$ cat src/rtl/shared_reg_arbiter.sv
// Two-requester write arbiter for one shared register built from d_ff cells.
// Define SHARED_REG_ROUND_ROBIN_EN for round-robin ties; default is fixed priority.

module d_ff #(
    parameter int               WIDTH   = 1,
    parameter logic [WIDTH-1:0] RST_VAL = '0
) (
    input  logic             clk,
    input  logic             reset,
    input  logic             en,
    input  logic [WIDTH-1:0] d,
    output logic [WIDTH-1:0] q
);

    always_ff @(posedge clk) begin
        if (reset) begin
            q <= RST_VAL;
        end else if (en) begin
            q <= d;
        end
    end

endmodule

module shared_reg_arbiter #(
    parameter int WIDTH     = 8,
    parameter int CNT_WIDTH = 4
) (
    input  logic                 clk,
    input  logic                 reset,
    input  logic                 req0,
    input  logic [WIDTH-1:0]     data0,
    output logic                 ack0,
    input  logic                 req1,
    input  logic [WIDTH-1:0]     data1,
    output logic                 ack1,
    output logic [WIDTH-1:0]     q,
    output logic                 owner,
    output logic                 busy,
    output logic [CNT_WIDTH-1:0] write_count
);

    localparam logic [1:0] S_IDLE = 2'd0;
    localparam logic [1:0] S_LOAD = 2'd1;
    localparam logic [1:0] S_ACK  = 2'd2;

    logic [1:0]           state;
    logic [1:0]           state_nxt;
    logic                 grant_valid;
    logic                 grant_idx;
    logic                 grant_en;
    logic                 load_en;
    logic [WIDTH-1:0]     load_data;
    logic [CNT_WIDTH-1:0] count_nxt;
    logic                 tie_winner;

`ifdef SHARED_REG_ROUND_ROBIN_EN
    logic last_grant;

    // Reset value 1 lets requester 0 win the first tie.
    d_ff #(
        .WIDTH   (1),
        .RST_VAL (1'b1)
    ) u_last_grant (
        .clk   (clk),
        .reset (reset),
        .en    (grant_en),
        .d     (grant_idx),
        .q     (last_grant)
    );

    assign tie_winner = ~last_grant;
`else
    assign tie_winner = 1'b0;
`endif

    always_comb begin
        grant_valid = 1'b0;
        grant_idx   = 1'b0;
        unique case (1'b1)
            (req0 & ~req1): begin
                grant_valid = 1'b1;
                grant_idx   = 1'b0;
            end
            (~req0 & req1): begin
                grant_valid = 1'b1;
                grant_idx   = 1'b1;
            end
            (req0 & req1): begin
                grant_valid = 1'b1;
                grant_idx   = tie_winner;
            end
            default: begin
                grant_valid = 1'b0;
                grant_idx   = 1'b0;
            end
        endcase
    end

    always_comb begin
        state_nxt = S_IDLE;
        unique case (state)
            S_IDLE:  state_nxt = grant_valid ? S_LOAD : S_IDLE;
            S_LOAD:  state_nxt = S_ACK;
            S_ACK:   state_nxt = S_IDLE;
            default: state_nxt = S_IDLE;
        endcase
    end

    assign grant_en  = (state == S_IDLE) & grant_valid;
    assign load_en   = (state == S_LOAD);
    assign load_data = owner ? data1 : data0;
    assign count_nxt = write_count + CNT_WIDTH'(1);

    d_ff #(
        .WIDTH   (2),
        .RST_VAL (S_IDLE)
    ) u_state (
        .clk   (clk),
        .reset (reset),
        .en    (1'b1),
        .d     (state_nxt),
        .q     (state)
    );

    d_ff #(
        .WIDTH   (1),
        .RST_VAL (1'b0)
    ) u_owner (
        .clk   (clk),
        .reset (reset),
        .en    (grant_en),
        .d     (grant_idx),
        .q     (owner)
    );

    d_ff #(
        .WIDTH   (WIDTH),
        .RST_VAL ('0)
    ) u_shared_reg (
        .clk   (clk),
        .reset (reset),
        .en    (load_en),
        .d     (load_data),
        .q     (q)
    );

    d_ff #(
        .WIDTH   (CNT_WIDTH),
        .RST_VAL ('0)
    ) u_write_count (
        .clk   (clk),
        .reset (reset),
        .en    (load_en),
        .d     (count_nxt),
        .q     (write_count)
    );

    assign busy = (state != S_IDLE);
    assign ack0 = (state == S_ACK) & ~owner;
    assign ack1 = (state == S_ACK) & owner;

endmodule

$ cat config.mk
export PLATFORM = sky130hd
export DESIGN_NAME = shared_reg_arbiter
export DESIGN_NICKNAME = d
export VERILOG_FILES = /design/src/rtl/shared_reg_arbiter.sv
export SDC_FILE = /design/constraint.sdc
export NUM_CORES = 1
export LEC_CHECK = 0
export BUFFER_PORTS_ARGS = -buffer_cell sky130_fd_sc_hd__buf_2
export CAP_MARGIN = 20
export CORE_MARGIN = 2
export CORE_UTILIZATION = 44
export CTS_BUF_LIST = sky130_fd_sc_hd__clkbuf_16
export CTS_CLUSTER_SIZE = 14
export DETAILED_ROUTE_END_ITERATION = 16
export PLACE_DENSITY = 0.77
export SYNTH_ARGS = -nofsm -noshare
export SYNTH_HDL_FRONTEND = slang
export SYNTH_HIERARCHICAL = 1
export SYNTH_SLANG_ARGS = --single-unit
$ cat constraint.sdc
create_clock -name clk -period 1.32 [get_ports clk]
set_clock_uncertainty 0.05 [all_clocks]
set_input_delay 0.066 -clock clk [delete_from_list [all_inputs] [get_ports clk]]
set_output_delay 0.066 -clock clk [all_outputs]
set_load 0.05 [all_outputs]
==> qor.yml <==
status:
  outcome: "finished, final reports clean"
drt:
  dr.pass1.iters: 3
  post_drt_wl_per_cell_um: 11.0
  wl_um: 1370
  vias_per_cell: 4.82
  vias: 598
  drcViolationCount: 0
  drtAntennaViolNets: 0
  drtIter0Drc: 1
global_route:
  grt_pass1_vias: 542
  grt-ovfl-total: 0
  grt_start_max_net_pins: 16
  antenna_found_initial: 0
  gr-usage-all-layers: 0.146
  grt_first_pass_wirelength_um: 2150
logic_synthesis:
  synth.largest_area_cell: "dfxtp_1"
  synthFlopType: "dfxtp_1"
  syn_avg_cell_area_um2: 10.6
  synth_cells: 70
  ys_seq_elements: 15
  synthTopCellsByArea: "dfxtp_1 40%, mux2i_1 20%, mux2_4 16%, nor2_1 8.6%, buf_6 3.0%"
  yosysSeqAreaShare: 0.403
  yosysMostFrequentCell: "nor2_1"
  synth_top_area_share: 0.403
  synth_edf_count: 0
  synthTopCellsByCount: "17 x nor2_1, 15 x dfxtp_1, 15 x mux2i_1"
  yosys_warnings: 6
  ys_types: 17
  syn_area_um2: 744
  async_flop_share: 0
clock_tree:
  cts_root_buffer: "clkbuf_16"
  cts_buffers: 3
  cts-resized-gates: 0
  clock-sinks: 15
  cts_setup_buffers: 0
  postCtsHoldBufs: 0
  ctsHtreeMaxLevel: 1
  insertion_delay_ns: 0.24
  path_clk_slew_ns: 0.05
  clk_path_buf_depth: 2
  cts_tree: "yes"
worst_setup_path:
  cp_cell_sequence: "and3b_2 > buf_2"
  slowest_delay_ns: 0.46
  arrival_ns: 1.15
  critPathKind: "flop to output pin"
  cp_num_buf_inv: 1
  cp_top_family: "flip-flops"
  cp_slowest_cell: "dfxtp_4"
  crit_fanout: 12
  cp.required_ns: 1.20
  cp-start-kind: "flop"
  crit_path_end_kind: "output pin"
power:
  powerDensity_mw_per_mm2: 1330
  vdd.ir_drop.worst_v: 0.000773
  p_leak_uw: 0.000528
sta:
  fin_ws_ns: 0.0513
  finalSetupViolCount: 0
  fmax_mhz: 788
  hold_viol: 0
  fin_crit_sh: 0.961
  fin_hold_ws_ns: 0.121
  slew_viol_final: 0
  period_needed_ns: 1.27
  grt_setup_unrepaired: "no"
floorplanning:
  start_util: 0.483
  die_width_um: 45.1
  dieHeight_um: 45.1
  core_mm2: 0.00154
  io_pins: 36
  row_count: 14
  dieArea_mm2: 0.00204
placement:
  placedCellCount: 120
  dp_slack_ns: 0.112
  dp.final_hpwl_um: 993
  port_buffers: 35
  gp_congestion: 0.669
final_layout:
  final_layout_size_suffix_gt1_frac: 0.491
  final_cells: 124
  num_antenna_cells: 0
  areaGrowthSynthToFinish_pct: 36.8
  multi_input_area_um2: 420
  fillers: 124
  ff_latch_area_um2: 305
  fin_nets: 130
run:
  cap_violations: 0
min_path:
  min_path_type: "input port to flop"
[where the power goes]
part,switching [uW],internal [uW]
clock,160,399
combinational,167,118
sequential,25.7,481
[final timing paths]
path	startpoint	end	slack, ns	cells past startpoint
max	u_owner/q	ack1	0.05	2
min	reset	u_shared_reg/q[4]	0.12	2
min reg2reg	u_shared_reg/q[4]	u_shared_reg/q[4]	0.44	2
max reg2reg	u_state/q[0]	u_shared_reg/q[1]	0.08	4
[layout make-up]
cell class	instances	area share
Clock buffer	3	0.0737
Clock inverter	1	0.00369
Inverter	1	0.00369
Multi-Input combinational cell	51	0.413
Sequential cell	15	0.300
Tap cell	16	0.0197
Timing Repair Buffer	37	0.187
[cells by family after synthesis]
family,after synthesis,share of synthesized area
other,1,0.00504
buffers and inverters,5,0.0470
adders and majority gates,1,0.0168
xor gates and xnor gates,2,0.0235
DFF,15,0.403
and+or+nand+nor,23,0.141
muxes,23,0.363
[routing by layer]
layer / vias up / track usage / part of all wire
met5: - / 0 / 0
met4: 0 / 0.0706 / 0.0029
met3: 2 / 0.0360 / 0.093
met2: 22 / 0.231 / 0.46
met1: 268 / 0.184 / 0.45
li1: 306 / - / -
[sequential cells by signal, summed over array words and instances (netlist names)]
name / count
u_shared_reg/q: 8
u_state/q: 2
u_write_count/q: 4
u_owner/q: 1
[layout by cell type, fill, tap and decap left out, drive strengths merged]
| cell | instances |
|---|---|
| conb | 2 |
| xor2 | 1 |
| nand3 | 1 |
| nor2 | 17 |
| or2 | 1 |
| and3b | 1 |
| inv | 2 |
| xnor2 | 1 |
| nor2b | 2 |
| dfxtp | 15 |
| nor3b | 1 |
| mux2 | 8 |
| ha | 1 |
| buf | 37 |
| mux2i | 15 |
| clkbuf | 3 |
[per-stage QoR]
step	area, um2	util	TNS, ns	total power (uW)
after floorplan	761	-	-0.0325	731
after global placement	940	0.610	0	794
after detailed placement	940	0.610	0	799
after CTS	1020	0.661	0	1360
after global routing	1020	0.661	0	1420
final	1020	0.661	0	1350
Note: power is estimated with default switching activity, not from simulation.
